File: src/rtl/brseq_pkg.sv
// Shared opcodes, state encodings (value == debug step) and the strobe bundle
// for the branch/ldi control sequencer.
package brseq_pkg;

    localparam logic [4:0] OPC_LDI  = 5'b00001;
    localparam logic [4:0] OPC_BR   = 5'b10010;
    localparam logic [4:0] OPC_NOP  = 5'b11010;
    localparam logic [4:0] OPC_HALT = 5'b11011;

    typedef enum logic [3:0] {
        ST_IDLE   = 4'd0,
        ST_T0     = 4'd1,
        ST_T1     = 4'd2,
        ST_T2     = 4'd3,
        ST_BR_T3  = 4'd4,
        ST_BR_T4  = 4'd5,
        ST_BR_T5  = 4'd6,
        ST_BR_T6  = 4'd7,
        ST_LDI_T3 = 4'd8,
        ST_LDI_T4 = 4'd9,
        ST_LDI_T5 = 4'd10,
        ST_HALT   = 4'd14,
        ST_TRAP   = 4'd15
    } state_e;

    typedef struct packed {
        logic pc_out;
        logic mar_in;
        logic inc_pc;
        logic zlow_in;
        logic zlow_out;
        logic pc_in;
        logic mdmux_read;
        logic ram_read;
        logic mdr_in;
        logic mdr_out;
        logic ir_in;
        logic gra;
        logic grb;
        logic rout;
        logic rin;
        logic ba_out;
        logic con_in;
        logic yin;
        logic cse_out;
        logic alu_add;
    } ctrl_t;

endpackage

File: src/rtl/brseq_decode.sv
// Combinational state -> strobe decode; zero latency, no flow control.
module brseq_decode
    import brseq_pkg::*;
(
    input  state_e state,
    output ctrl_t  ctrl
);

    always_comb begin
        ctrl = '0;
        case (state)
            ST_T0: begin
                ctrl.pc_out  = 1'b1;
                ctrl.mar_in  = 1'b1;
                ctrl.inc_pc  = 1'b1;
                ctrl.zlow_in = 1'b1;
            end
            ST_T1: begin
                // pc_in here is qualified with the last wait cycle in the top
                ctrl.zlow_out   = 1'b1;
                ctrl.pc_in      = 1'b1;
                ctrl.mdmux_read = 1'b1;
                ctrl.ram_read   = 1'b1;
                ctrl.mdr_in     = 1'b1;
            end
            ST_T2: begin
                ctrl.mdr_out = 1'b1;
                ctrl.ir_in   = 1'b1;
            end
            ST_BR_T3: begin
                ctrl.gra    = 1'b1;
                ctrl.rout   = 1'b1;
                ctrl.con_in = 1'b1;
            end
            ST_BR_T4: begin
                ctrl.pc_out = 1'b1;
                ctrl.yin    = 1'b1;
            end
            ST_BR_T5, ST_LDI_T4: begin
                ctrl.cse_out = 1'b1;
                ctrl.alu_add = 1'b1;
                ctrl.zlow_in = 1'b1;
            end
            ST_BR_T6: begin
                ctrl.zlow_out = 1'b1;
            end
            ST_LDI_T3: begin
                ctrl.grb    = 1'b1;
                ctrl.ba_out = 1'b1;
                ctrl.yin    = 1'b1;
            end
            ST_LDI_T5: begin
                ctrl.zlow_out = 1'b1;
                ctrl.gra      = 1'b1;
                ctrl.rin      = 1'b1;
            end
            default: ctrl = '0;
        endcase
    end

endmodule

File: src/rtl/branch_seq_ctrl.sv
// Hardwired fetch/br/ldi/nop/halt sequencer; Moore strobes, T1 stretched by RAM_LAT.
// BRSEQ_PERF_EN adds instruction and taken-branch counters.
module branch_seq_ctrl
    import brseq_pkg::*;
#(
    parameter int OPC_W   = 5,
    parameter int RAM_LAT = 0,
    parameter int STEP_W  = 4
) (
    input  logic              clock,
    input  logic              clear,
    input  logic              run,
    input  logic [OPC_W-1:0]  opcode,
    input  logic              con_ffq,
    output logic              pc_out,
    output logic              mar_in,
    output logic              inc_pc,
    output logic              zlow_in,
    output logic              zlow_out,
    output logic              pc_in,
    output logic              mdmux_read,
    output logic              ram_read,
    output logic              mdr_in,
    output logic              mdr_out,
    output logic              ir_in,
    output logic              gra,
    output logic              grb,
    output logic              rout,
    output logic              rin,
    output logic              ba_out,
    output logic              con_in,
    output logic              yin,
    output logic              cse_out,
    output logic              alu_add,
    output logic [STEP_W-1:0] step,
    output logic              halted,
    output logic              illegal
`ifdef BRSEQ_PERF_EN
    ,
    output logic [31:0]       instr_cnt,
    output logic [31:0]       br_taken_cnt
`endif
);

    state_e     state_q, state_d;
    logic [3:0] wait_q, wait_d;
    logic       t1_last;
    ctrl_t      ctrl;

    assign t1_last = (wait_q == 4'(RAM_LAT));

    always_comb begin
        state_d = state_q;
        wait_d  = wait_q;
        case (state_q)
            ST_IDLE:   if (run) state_d = ST_T0;
            ST_T0: begin
                state_d = ST_T1;
                wait_d  = '0;
            end
            ST_T1: begin
                if (t1_last) begin
                    state_d = ST_T2;
                    wait_d  = '0;
                end else begin
                    wait_d = wait_q + 4'd1;
                end
            end
            ST_T2: begin
                if (opcode == OPC_W'(OPC_BR))        state_d = ST_BR_T3;
                else if (opcode == OPC_W'(OPC_LDI))  state_d = ST_LDI_T3;
                else if (opcode == OPC_W'(OPC_NOP))  state_d = run ? ST_T0 : ST_IDLE;
                else if (opcode == OPC_W'(OPC_HALT)) state_d = ST_HALT;
                else                                 state_d = ST_TRAP;
            end
            ST_BR_T3:  state_d = ST_BR_T4;
            ST_BR_T4:  state_d = ST_BR_T5;
            ST_BR_T5:  state_d = ST_BR_T6;
            ST_LDI_T3: state_d = ST_LDI_T4;
            ST_LDI_T4: state_d = ST_LDI_T5;
            // run only matters at instruction boundaries
            ST_BR_T6, ST_LDI_T5: state_d = run ? ST_T0 : ST_IDLE;
            ST_HALT:   state_d = ST_HALT;
            ST_TRAP:   state_d = ST_TRAP;
            default:   state_d = ST_IDLE;
        endcase
    end

    always_ff @(posedge clock) begin
        if (clear) begin
            state_q <= ST_IDLE;
            wait_q  <= '0;
        end else begin
            state_q <= state_d;
            wait_q  <= wait_d;
        end
    end

    brseq_decode u_decode (
        .state (state_q),
        .ctrl  (ctrl)
    );

    assign pc_out     = ctrl.pc_out;
    assign mar_in     = ctrl.mar_in;
    assign inc_pc     = ctrl.inc_pc;
    assign zlow_in    = ctrl.zlow_in;
    assign zlow_out   = ctrl.zlow_out;
    assign pc_in      = (ctrl.pc_in & t1_last) | ((state_q == ST_BR_T6) & con_ffq);
    assign mdmux_read = ctrl.mdmux_read;
    assign ram_read   = ctrl.ram_read;
    assign mdr_in     = ctrl.mdr_in;
    assign mdr_out    = ctrl.mdr_out;
    assign ir_in      = ctrl.ir_in;
    assign gra        = ctrl.gra;
    assign grb        = ctrl.grb;
    assign rout       = ctrl.rout;
    assign rin        = ctrl.rin;
    assign ba_out     = ctrl.ba_out;
    assign con_in     = ctrl.con_in;
    assign yin        = ctrl.yin;
    assign cse_out    = ctrl.cse_out;
    assign alu_add    = ctrl.alu_add;

    assign step    = STEP_W'(state_q);
    assign halted  = (state_q == ST_HALT);
    assign illegal = (state_q == ST_TRAP);

`ifdef BRSEQ_PERF_EN
    logic [31:0] instr_q, instr_d, br_taken_q, br_taken_d;

    always_comb begin
        instr_d    = instr_q;
        br_taken_d = br_taken_q;
        if (state_q == ST_T2)             instr_d    = instr_q + 32'd1;
        if (state_q == ST_BR_T6 && con_ffq) br_taken_d = br_taken_q + 32'd1;
    end

    always_ff @(posedge clock) begin
        if (clear) begin
            instr_q    <= '0;
            br_taken_q <= '0;
        end else begin
            instr_q    <= instr_d;
            br_taken_q <= br_taken_d;
        end
    end

    assign instr_cnt    = instr_q;
    assign br_taken_cnt = br_taken_q;
`endif

endmodule

File: config.mk
export PLATFORM = sky130hd
export DESIGN_NAME = branch_seq_ctrl
export DESIGN_NICKNAME = d
export VERILOG_FILES = /design/src/rtl/brseq_pkg.sv /design/src/rtl/brseq_decode.sv /design/src/rtl/branch_seq_ctrl.sv
export SDC_FILE = /design/constraint.sdc
export NUM_CORES = 1
export LEC_CHECK = 0
export CAP_MARGIN = 40
export CORE_MARGIN = 2
export CORE_UTILIZATION = 38
export DETAILED_ROUTE_END_ITERATION = 10
export GPL_ROUTABILITY_DRIVEN = 0
export PLACE_DENSITY = 0.75
export RECOVER_POWER = 50
export SYNTH_ARGS = -nofsm -noshare
export SYNTH_HDL_FRONTEND = slang
export SYNTH_HIERARCHICAL = 1
export SYNTH_SLANG_ARGS = --single-unit
File: constraint.sdc
create_clock -name clock -period 1.31 [get_ports clock]
set_input_delay 0.131 -clock clock [delete_from_list [all_inputs] [get_ports clock]]
set_output_delay 0.131 -clock clock [all_outputs]
set_load 0.01 [all_outputs]
==> impl_metrics.ini, run 1 <==
[status]
status = complete, but fails checks
violations = negative setup slack

[floorplanning]
io_pins = 35
initial_core_util = 0.4127
fp.dieArea_sq_um = 2587
die_x_um = 50.87
fp-row-count = 16
die_h_um = 50.87
core_region_area_sq_um = 2022

[place]
place_ws_ns = -0.3410
dp_hpwl_um = 1914
dp_cells = 182
port_buffers = 34
placed_area_sq_um = 1360

[pwr]
power_mw = 1.766
power.leakage_nw = 0.7884
vdd_ir_drop_max_v = 0.0007967
powerDensity_nw_per_um2 = 966.1

[finish]
nets = 202
fillers = 81
layout-drive-gt1-share = 0.7000
final_core_util = 0.9041
final_cells = 217
area_growth_pct = 119.0
diodes = 0
final_cell_area_sq_um = 1828

[setup_path]
worstPathArrival_ns = 1.99
critPathKind = reg2reg
r2r_start = wait_q[0]
crit_path_start = wait_q[0]
crit_fanout = 3
crit_required_ns = 1.48
cp-start-kind = register
cp-end-kind = register

[cts]
hold_buffers = 0
root_buffer = clkbuf_4
cts.sinks = 8
path_clk_slew_ns = 0.07
clk_latency_ns = 0.27
htreeDepth = 1
cts_tree = yes
cts_buffers = 3
clock_path_buffers = 2

[worst_hold_path]
hp-class = in2reg
holdCritStartpoint = clear

[synthesis]
seq_area_frac_synth = 0.1919
synth.distinct_cells = 40
synth.avg_cell_area_sq_um = 7.948
synth_top_area_frac = 0.1919
ys.flop_type = dfxtp_1
async_flop_share = 0
ys_top_cells_by_area = dfxtp_1 (19%), buf_4 (8.1%), nor2_1 (4.5%)
synthesis.area_sq_um = 834.6
ys_warn_count = 6
synth_seq_cells = 8
synth-edff-count = 0
yosys-top-cells-count = nor2_1 (10), buf_4 (9), nand2_1 (9)
synth_area_leader_cell = dfxtp_1
postSynthCellCount = 105
synth.most_common_cell = nor2_1
synth_fp_nets = 116

[sta]
slew_violations = 0
fmax_ghz = 0.5492
slew_headroom = 0.6487
period_share = 1.390
rsz0062_at_grt = yes
fin_crit_ns = 1.821
hold_viol_final = 0
worst_pin_slew_ns = 0.5230
holdWs_ns = 0.5915
setup_viol = 27
tns_ns = -5.267
final.setup_skew_ns = 0.01147
fin_ws_ns = -0.5109

[global_routing]
gr-usage-all-layers = 0.2682
grt_max_degree = 11
grt_pass1_wl_um = 5202
antenna_found_initial = 0
overflow = 0
grt_pass1_vias = 1118

[detailed_routing]
viasPerCell = 6.032
vias = 1309
route.detailed.drc = 0
wirelength_um = 4454
firstDrtPassIters = 4
drt_iter0_drc = 75
ant_nets = 0
post_drt_wl_per_cell_um = 20.53

[flow_run]
maxCapViolCount = 0
-- worst paths after layout --
check	end	slack, ns	cells past startpoint
worst max-delay path	wait_q[2]	-0.51	8
worst min-delay path	step[0]	0.59	3
worst max register to register	wait_q[2]	-0.51	8
worst min register to register	wait_q[1]	0.68	3
-- state kept, by name, summed over array words and instances, names as in the netlist --
register,cells
step,4
wait_q,4
-- per-layer routing --
layer,track usage,vias up,part of all wire
met3,0.04094,29,0.086
li1,-,550,-
met5,0,-,0
met1,0.3147,622,0.37
met2,0.4846,108,0.48
met4,0.1081,0,0.061
-- repair_timing --
item | 4_1_cts | 5_1_grt
endpoints found under the hold margin | 0 | 0
setup buffers | 14 | 18
endpoints found under the setup margin | 33 | 32
pin swaps | 9 | 16
gates resized for setup | 121 | 49
-- logic make-up (layout without fill, tap and decap cells) --
kind of cell,count (synthesis),after routing,synth area share
flip-flops,8,8,0.1919
AND/OR/NAND/NOR,48,48,0.3658
AO/OA/AOI/OAI,29,29,0.2744
buffers and inverters,16,101,0.1169
XOR/XNOR,2,2,0.02099
adder cells (fa/ha/maj),2,2,0.02998
-- power by group --
group | internal (mW) | switching [mW]
logic | 0.664 | 0.561
clock network | 0.118 | 0.109
registers | 0.270 | 0.0439
total | 1.05 | 0.714
-- layout by cell type (no fill, tap or decap), drive strengths merged, types with 2 or more instances in the layout --
cell type / synthesis / final
a21oi: 8 / 8
a311oi: 3 / 3
and2: 2 / 2
buf: 12 / 80
clkbuf: 0 / 6
clkdlybuf4s15: 0 / 2
clkdlybuf4s50: 0 / 8
dfxtp: 8 / 8
ha: 2 / 2
inv: 4 / 4
nand2: 9 / 9
nand2b: 7 / 7
nand3: 3 / 3
nor2: 10 / 10
nor2b: 2 / 2
nor3: 5 / 5
o21ai: 2 / 2
o22ai: 6 / 6
o31ai: 2 / 2
or2: 2 / 2
xnor2: 2 / 2
-- cell type report --
class	count	area, sq um	share of cell area
well taps	27	33.78	0.01848
repair buffers	93	819.5	0.4483
inverters	4	15.01	0.008214
clock buffers	4	26.28	0.01437
flip-flops and latches	8	177.7	0.09719
multi-input cells	81	755.7	0.4134
-- critical path: stages (launching register included) --
cell and delay (ns):
dfxtp_2 0.34, inv_2 0.05, ha_4 0.15, nor3b_4 0.15, buf_6 0.13, nor4_4 0.41
buf_4 0.19, a21oi_2 0.05, a311oi_2 0.25
(Power assumes the default switching activity.)
==> inputs of run 2 (changes only) <==
clock period = 1.6 ns   (was 1.31 ns; I/O delays follow)
==> run 2 against run 1 <==
Effect of this change: design area is 26% lower; clock skew is 0.0064 ns lower; the flow still finishes with violations (negative setup slack); core utilization is 23 points lower; sequential share of layout area is 2.7 points higher; sequential power is 19% lower; global-route usage is 7.4 points lower; via count is 24% lower; die area stayed put; setup slack better by 0.47 ns; critical path type is now reg2out; register-to-register slack better by 0.48 ns; clock power is 26% lower.
==> impl_metrics.ini, run 2 (same netlist as run 1, synthesis figures left out) <==
[setup_path]
cp-start-kind = register
crit_fanout = 8
cp-end-kind = output port
worstPathArrival_ns = 1.48
crit_required_ns = 1.44
critPathKind = reg2out

[sta]
slew_headroom = 0.6739
slew_violations = 0
worst_pin_slew_ns = 0.4829
tns_ns = -0.1286
fmax_ghz = 0.6088
setup_viol = 6
rsz0062_at_grt = yes
fin_crit_ns = 1.643
period_share = 1.027
fin_ws_ns = -0.04254
final.setup_skew_ns = 0.005052
hold_viol_final = 0

[place]
placed_area_sq_um = 1301
place_ws_ns = -0.09744
dp_cells = 175
port_buffers = 34
dp_hpwl_um = 1842

[detailed_routing]
firstDrtPassIters = 4
route.detailed.drc = 0
viasPerCell = 5.539
post_drt_wl_per_cell_um = 13.63
ant_nets = 0
wirelength_um = 2453
vias = 997
drt_iter0_drc = 21

[floorplanning]
fp.dieArea_sq_um = 2587
initial_core_util = 0.4127
io_pins = 35
die_h_um = 50.87
fp-row-count = 16
core_region_area_sq_um = 2022
die_x_um = 50.87

[pwr]
power.leakage_nw = 0.5636
powerDensity_nw_per_um2 = 763.5
vdd_ir_drop_max_v = 0.0004968

[cts]
path_clk_slew_ns = 0.06
cts.sinks = 8
root_buffer = clkbuf_4
clk_latency_ns = 0.27
htreeDepth = 1
hold_buffers = 0
clock_path_buffers = 2
cts_buffers = 3
cts_tree = yes

[global_routing]
grt_max_degree = 14
antenna_found_initial = 0
gr-usage-all-layers = 0.1939
overflow = 0
grt_pass1_wl_um = 3905
grt_pass1_vias = 926

[finish]
multi_input_area_sq_um = 621.8
final_core_util = 0.6714
diodes = 0
final_cell_mix = buf_4 (18), dlygate4sd2_1 (15), clkdlybuf4s50_1 (12)
final_cells = 180
layout_commonest_cell = buf_4
nets = 166
area_growth_pct = 62.67
final_cell_area_sq_um = 1358
register_area_sq_um = 168.9
fillers = 174
layout-drive-gt1-share = 0.3529

[status]
status = complete, but fails checks
violations = negative setup slack

[flow_run]
maxCapViolCount = 0

[worst_hold_path]
hp-class = reg2reg
## run 2: cell count changes in the layout (fill, tap and decap cells not counted), sizes merged
cell	change
clkbuf	+2
clkdlybuf4s50	+4
dlygate4sd2	+14
clkdlybuf4s15	+2
buf	-59
## run 2: final cells by class
cell class,count,share of cell area
tap,27,0.02488
timing repair buffer,57,0.3650
sequential,8,0.1244
inverter,4,0.01106
multi-input combinational,81,0.4581
clock buffer,3,0.01659
## run 2: critical path, cell delays in order, from the launching register on
cell and delay (ns):
dfxtp_1 0.50, buf_12 0.17, clkdlybuf4s50_1 0.54
## run 2: worst paths after layout
check,from,endpoint,slack (ns),depth (start not counted)
max reg2reg,wait_q[1],wait_q[2],-0.03,7
min,wait_q[0],wait_q[0],0.52,3
max,step[2],step[2],-0.04,2
min reg2reg,wait_q[0],wait_q[0],0.52,3
## run 2: power breakdown
part | switching (mW) | internal [mW]
logic | 0.299 | 0.317
registers | 0.0356 | 0.218
clock network | 0.0804 | 0.0866
total | 0.415 | 0.622
## run 2: what timing repair did
item                       4_1_cts  5_1_grt
pin swaps                        1        5
buffers inserted                 0        2
setup endpoints to repair       30       13
gates resized for setup         33       22
## run 2: routing by layer
| layer | wire [um] | GRT usage |
|---|---|---|
| met4 | 36 | 0.06757 |
| met2 | 1287 | 0.3750 |
| met3 | 149 | 0.02632 |
| met1 | 979 | 0.2136 |
| met5 | 0 | 0 |
## run 2: through the flow
stage	hold slack, ns	power (mW)
global route	0.5649	1.103
global placement	0.5144	0.8633
floorplan	0.2291	0.5998
finish	0.5244	1.036
CTS	0.5380	1.015
detailed placement	0.5283	0.8762
==> inputs of run 3 (changes only) <==
CORE_MARGIN = default   (was 2)
==> run 3 against run 2 <==
Effect of this change: the run now ends clean; setup slack gained 0.097 ns; combinational power shrank 5.0%; sequential share of layout area is essentially flat; clock power shrank 8%; hold slack gained 0.017 ns; critical path type is now reg2reg.
==> impl_metrics.ini, run 3 (same netlist as run 1, synthesis figures left out) <==
[floorplanning]
fp-row-count = 16
die_h_um = 48.87
initial_core_util = 0.4127
die_x_um = 48.87
core_region_area_sq_um = 2022
fp.dieArea_sq_um = 2388
io_pins = 35

[setup_path]
crit_required_ns = 1.76
worstPathArrival_ns = 1.71
crit_fanout = 5
cp-start-kind = register
critPathKind = reg2reg
cp-end-kind = register
reg2reg_depth = 7

[sta]
slew_violations = 0
fin_ws_ns = 0.05487
period_share = 0.9657
rsz0062_at_grt = yes
tns_ns = 0
fmax_ghz = 0.6472
worst_pin_slew_ns = 0.4330
slew_headroom = 0.7076
fin_crit_ns = 1.545
setup_viol = 0
final.setup_skew_ns = 0.008206
hold_viol_final = 0
holdWs_ns = 0.5415

[finish]
layout-drive-gt1-share = 0.3312
area_growth_pct = 62.37
final_cell_mix = dlygate4sd2_1 (21), buf_4 (21), clkdlybuf4s50_1 (12)
diodes = 0
final_cell_area_sq_um = 1355
fillers = 171
nets = 167

[cts]
cts_tree = yes
cts.sinks = 8
clk_latency_ns = 0.26
cts_buffers = 3
clock_path_buffers = 2
htreeDepth = 1
hold_buffers = 0
path_clk_slew_ns = 0.06
root_buffer = clkbuf_4

[pwr]
vdd_ir_drop_max_v = 0.0004189
powerDensity_nw_per_um2 = 728.5
power.leakage_nw = 0.5942

[place]
placed_area_sq_um = 1296
port_buffers = 34
place_ws_ns = -0.1114
dp_hpwl_um = 1738

[global_routing]
overflow = 0
antenna_found_initial = 0
grt_pass1_wl_um = 3857
grt_max_degree = 14
grt_pass1_vias = 917
gr-usage-all-layers = 0.2058

[detailed_routing]
firstDrtPassIters = 4
viasPerCell = 5.144
vias = 931
drt_iter0_drc = 9
route.detailed.drc = 0
wirelength_um = 2232
ant_nets = 0
post_drt_wl_per_cell_um = 12.33

[status]
status = complete, no violations

[worst_hold_path]
min_delay_path_depth = 3
hp-class = reg2reg

[flow_run]
maxCapViolCount = 0
run 3: layout make-up:
| type | count | area (sq um) | area share |
|---|---|---|---|
| Tap cell | 27 | 33.78 | 0.02493 |
| Clock buffer | 3 | 22.52 | 0.01662 |
| Sequential cell | 8 | 168.9 | 0.1247 |
| Multi-Input combinational cell | 81 | 613.1 | 0.4524 |
| Timing Repair Buffer | 58 | 501.7 | 0.3703 |
| Inverter | 4 | 15.01 | 0.01108 |
run 3: critical path, stage by stage, from the launching register on:
cell,delay (ns)
dfxtp_2,0.34
inv_2,0.05
ha_4,0.15
nor3b_4,0.15
buf_6,0.13
nor4_4,0.25
a41oi_2,0.17
a311oi_1,0.22
run 3: worst paths after layout:
kind / startpoint / end / slack [ns]
min: wait_q[0] / wait_q[0] / 0.54
max reg2reg: wait_q[0] / wait_q[3] / 0.05
min reg2reg: wait_q[0] / wait_q[0] / 0.54
max: wait_q[0] / wait_q[3] / 0.05
run 3: per-layer routing:
metal | track usage | routed length [um]
met4 | 0.04412 | 0
met3 | 0.04984 | 94
met5 | 0 | 0
met2 | 0.4120 | 1230
met1 | 0.2106 | 907
run 3: repair_timing:
| action | 4_1_cts | 5_1_grt |
|---|---|---|
| setup endpoints to repair | 28 | 7 |
| pin swaps | 6 | 2 |
| setup buffers | 2 | 0 |
| gates resized for setup | 39 | 2 |
run 3: where the power goes:
part / switching, mW / internal (mW) / total (mW)
registers: 0.0301 / 0.219 / 0.249
logic: 0.283 / 0.301 / 0.584
clock network: 0.0687 / 0.0858 / 0.154
total: 0.382 / 0.606 / 0.987
run 3: stage by stage:
| stage | std cells | power, mW | utilization |
|---|---|---|---|
| 5_1_grt | 181 | 1.059 | 0.6702 |
| 3_5_place_dp | 176 | 0.8722 | 0.6411 |
| 6_report | 181 | 0.9871 | 0.6702 |
| 3_3_place_gp | 176 | 0.8631 | 0.6411 |
| 4_1_cts | 181 | 0.9849 | 0.6683 |
| 2_1_floorplan | 105 | 0.5998 | - |
==> RTL change: new RTL, flow settings as in run 2 <==
The option `BRSEQ_PERF_EN` is turned on by a define.
--- a/src/rtl/branch_seq_ctrl.sv
+++ b/src/rtl/branch_seq_ctrl.sv
@@ -1,5 +1,7 @@
 // Hardwired fetch/br/ldi/nop/halt sequencer; Moore strobes, T1 stretched by RAM_LAT.
 // BRSEQ_PERF_EN adds instruction and taken-branch counters.
+`define BRSEQ_PERF_EN
+
 module branch_seq_ctrl
     import brseq_pkg::*;
 #(
Formal check against the unedited RTL (old outputs only; new: br_taken_cnt and instr_cnt): equivalent (equiv_simple and equiv_induct, registers matched by name and starting in step).
==> RTL change against run 2 <==
  * The run still ends with negative setup slack left
  * Area after synthesis increased to 4.7 times the old value
  * Maximum frequency down 10%
  * Total power grew to 3.9 times the old value
  * Wire length grew to 5.5 times the old value
  * Sequential cell count grew 64
  * Register-to-register slack got worse by 0.19 ns
  * Count of clock-buffer cells in the layout grew 9
  * Design area rose to 5.0 times the old value
  * Clock skew grew 0.0086 ns
  * Utilization shrank 0.26 points
  * Sequential power increased to 7.2 times the old value
  * Setup slack got worse by 0.18 ns
  * Critical path depth is 2 higher
  * Global-route usage rose by 3.5 points
  * Largest power group is now sequential cells
  * Highest routed layer unchanged
==> RTL change: results <==
{
  "status": "finished, violations left",
  "violations": "negative setup slack",
  "post-place-ws_ns": -0.354,
  "placedCellCount": 805,
  "holdPathStages": 2,
  "placed_area_um2": 5970,
  "rr_startpoint": "br_taken_cnt[5]$_SDFFE_PP0P_",
  "hold_ws_ns": 0.245,
  "netlist_top_cells_area": "dfxtp_1 (37%), a21oi_1 (5.6%), o31ai_1 (5.3%)",
  "switching_power_w": 0.00109,
  "first_global_vias": 4665,
  "fin_tns_setup_ns": -6.00,
  "grt_pass1_wl_um": 21300,
  "skew_ns": 0.0136,
  "slew_headroom_pct": 72.3,
  "io_buffers": 98,
  "peakVddDrop_mv": 0.391,
  "stdcell_count": 845,
  "crit_type": "register to register",
  "cts_max_level": 3,
  "seq_area_um2": 1520,
  "synth_compound_area_share_pct": 16.5,
  "synthCells": 480,
  "syn_nets": 493,
  "nFlopsAndLatches": 72,
  "grt_max_degree": 22,
  "dpl.hpwl_um": 8970,
  "inv_count": 16,
  "clk_pin_slew_ns": 0.09,
  "fin_nets": 718,
  "fin_ws_ns": -0.225,
  "hp-start": "clear",
  "synth_xor_area_share_pct": 4.67,
  "wl_per_cell_um": 16.1,
  "slowest_delay_ns": 0.61,
  "synth_fa_ha_area_share_pct": 1.27,
  "r2r_end": "br_taken_cnt[25]$_SDFFE_PP0P_",
  "fill_cells": 802,
  "multiInputGateArea_um2": 2780,
  "drt-initial-drc-count": 184,
  "numCtsBuffers": 9,
  "clkPwrFrac_pct": 38.3,
  "setup_viol": 58,
  "reg2reg_depth": 4,
  "ys_seq_area_share_pct": 36.6,
  "crit_slowest_cell": "or4_4",
  "cp_max_fo": 6,
  "grtUsageTotal_pct": 22.9,
  "leakage_nw": 2.49,
  "multi_input_gates": 359,
  "hold_path_class": "primary input to register",
  "ys_types": 53,
  "synthMuxAreaShare_pct": 1.65
}
-- RTL change: cell count changes in the layout (fill, tap and decap cells not counted), sizes merged, moves of 20 or more --
cell,before,now
nand4,0,26
or4,1,31
nor2,10,40
dfxtp,8,72
o31ai,2,28
buf,21,166
clkdlybuf4s50,12,68
a21oi,8,44
nand2,9,29
-- RTL change: layer usage --
layer / GRT usage [%] / wire length (um)
met1: 28.3 / 5520
met2: 40.9 / 7140
met3: 2.78 / 563
met4: 8.08 / 358
met5: 0 / 0
-- RTL change: cells by family after synthesis --
| group | after synthesis |
|---|---|
| adders and majority gates | 4 |
| xor gates and xnor gates | 21 |
| DFF | 72 |
| muxes | 6 |
| buffers and inverters | 51 |
| and+or+nand+nor | 222 |
| AOI/OAI and AO/OA | 104 |
-- RTL change: timing repair --
item                       in CTS  in global routing
buffers inserted               11                 11
gates resized for setup       138                 87
pin swaps                      21                 24
setup endpoints to repair      74                 73
cloned                          3                  0
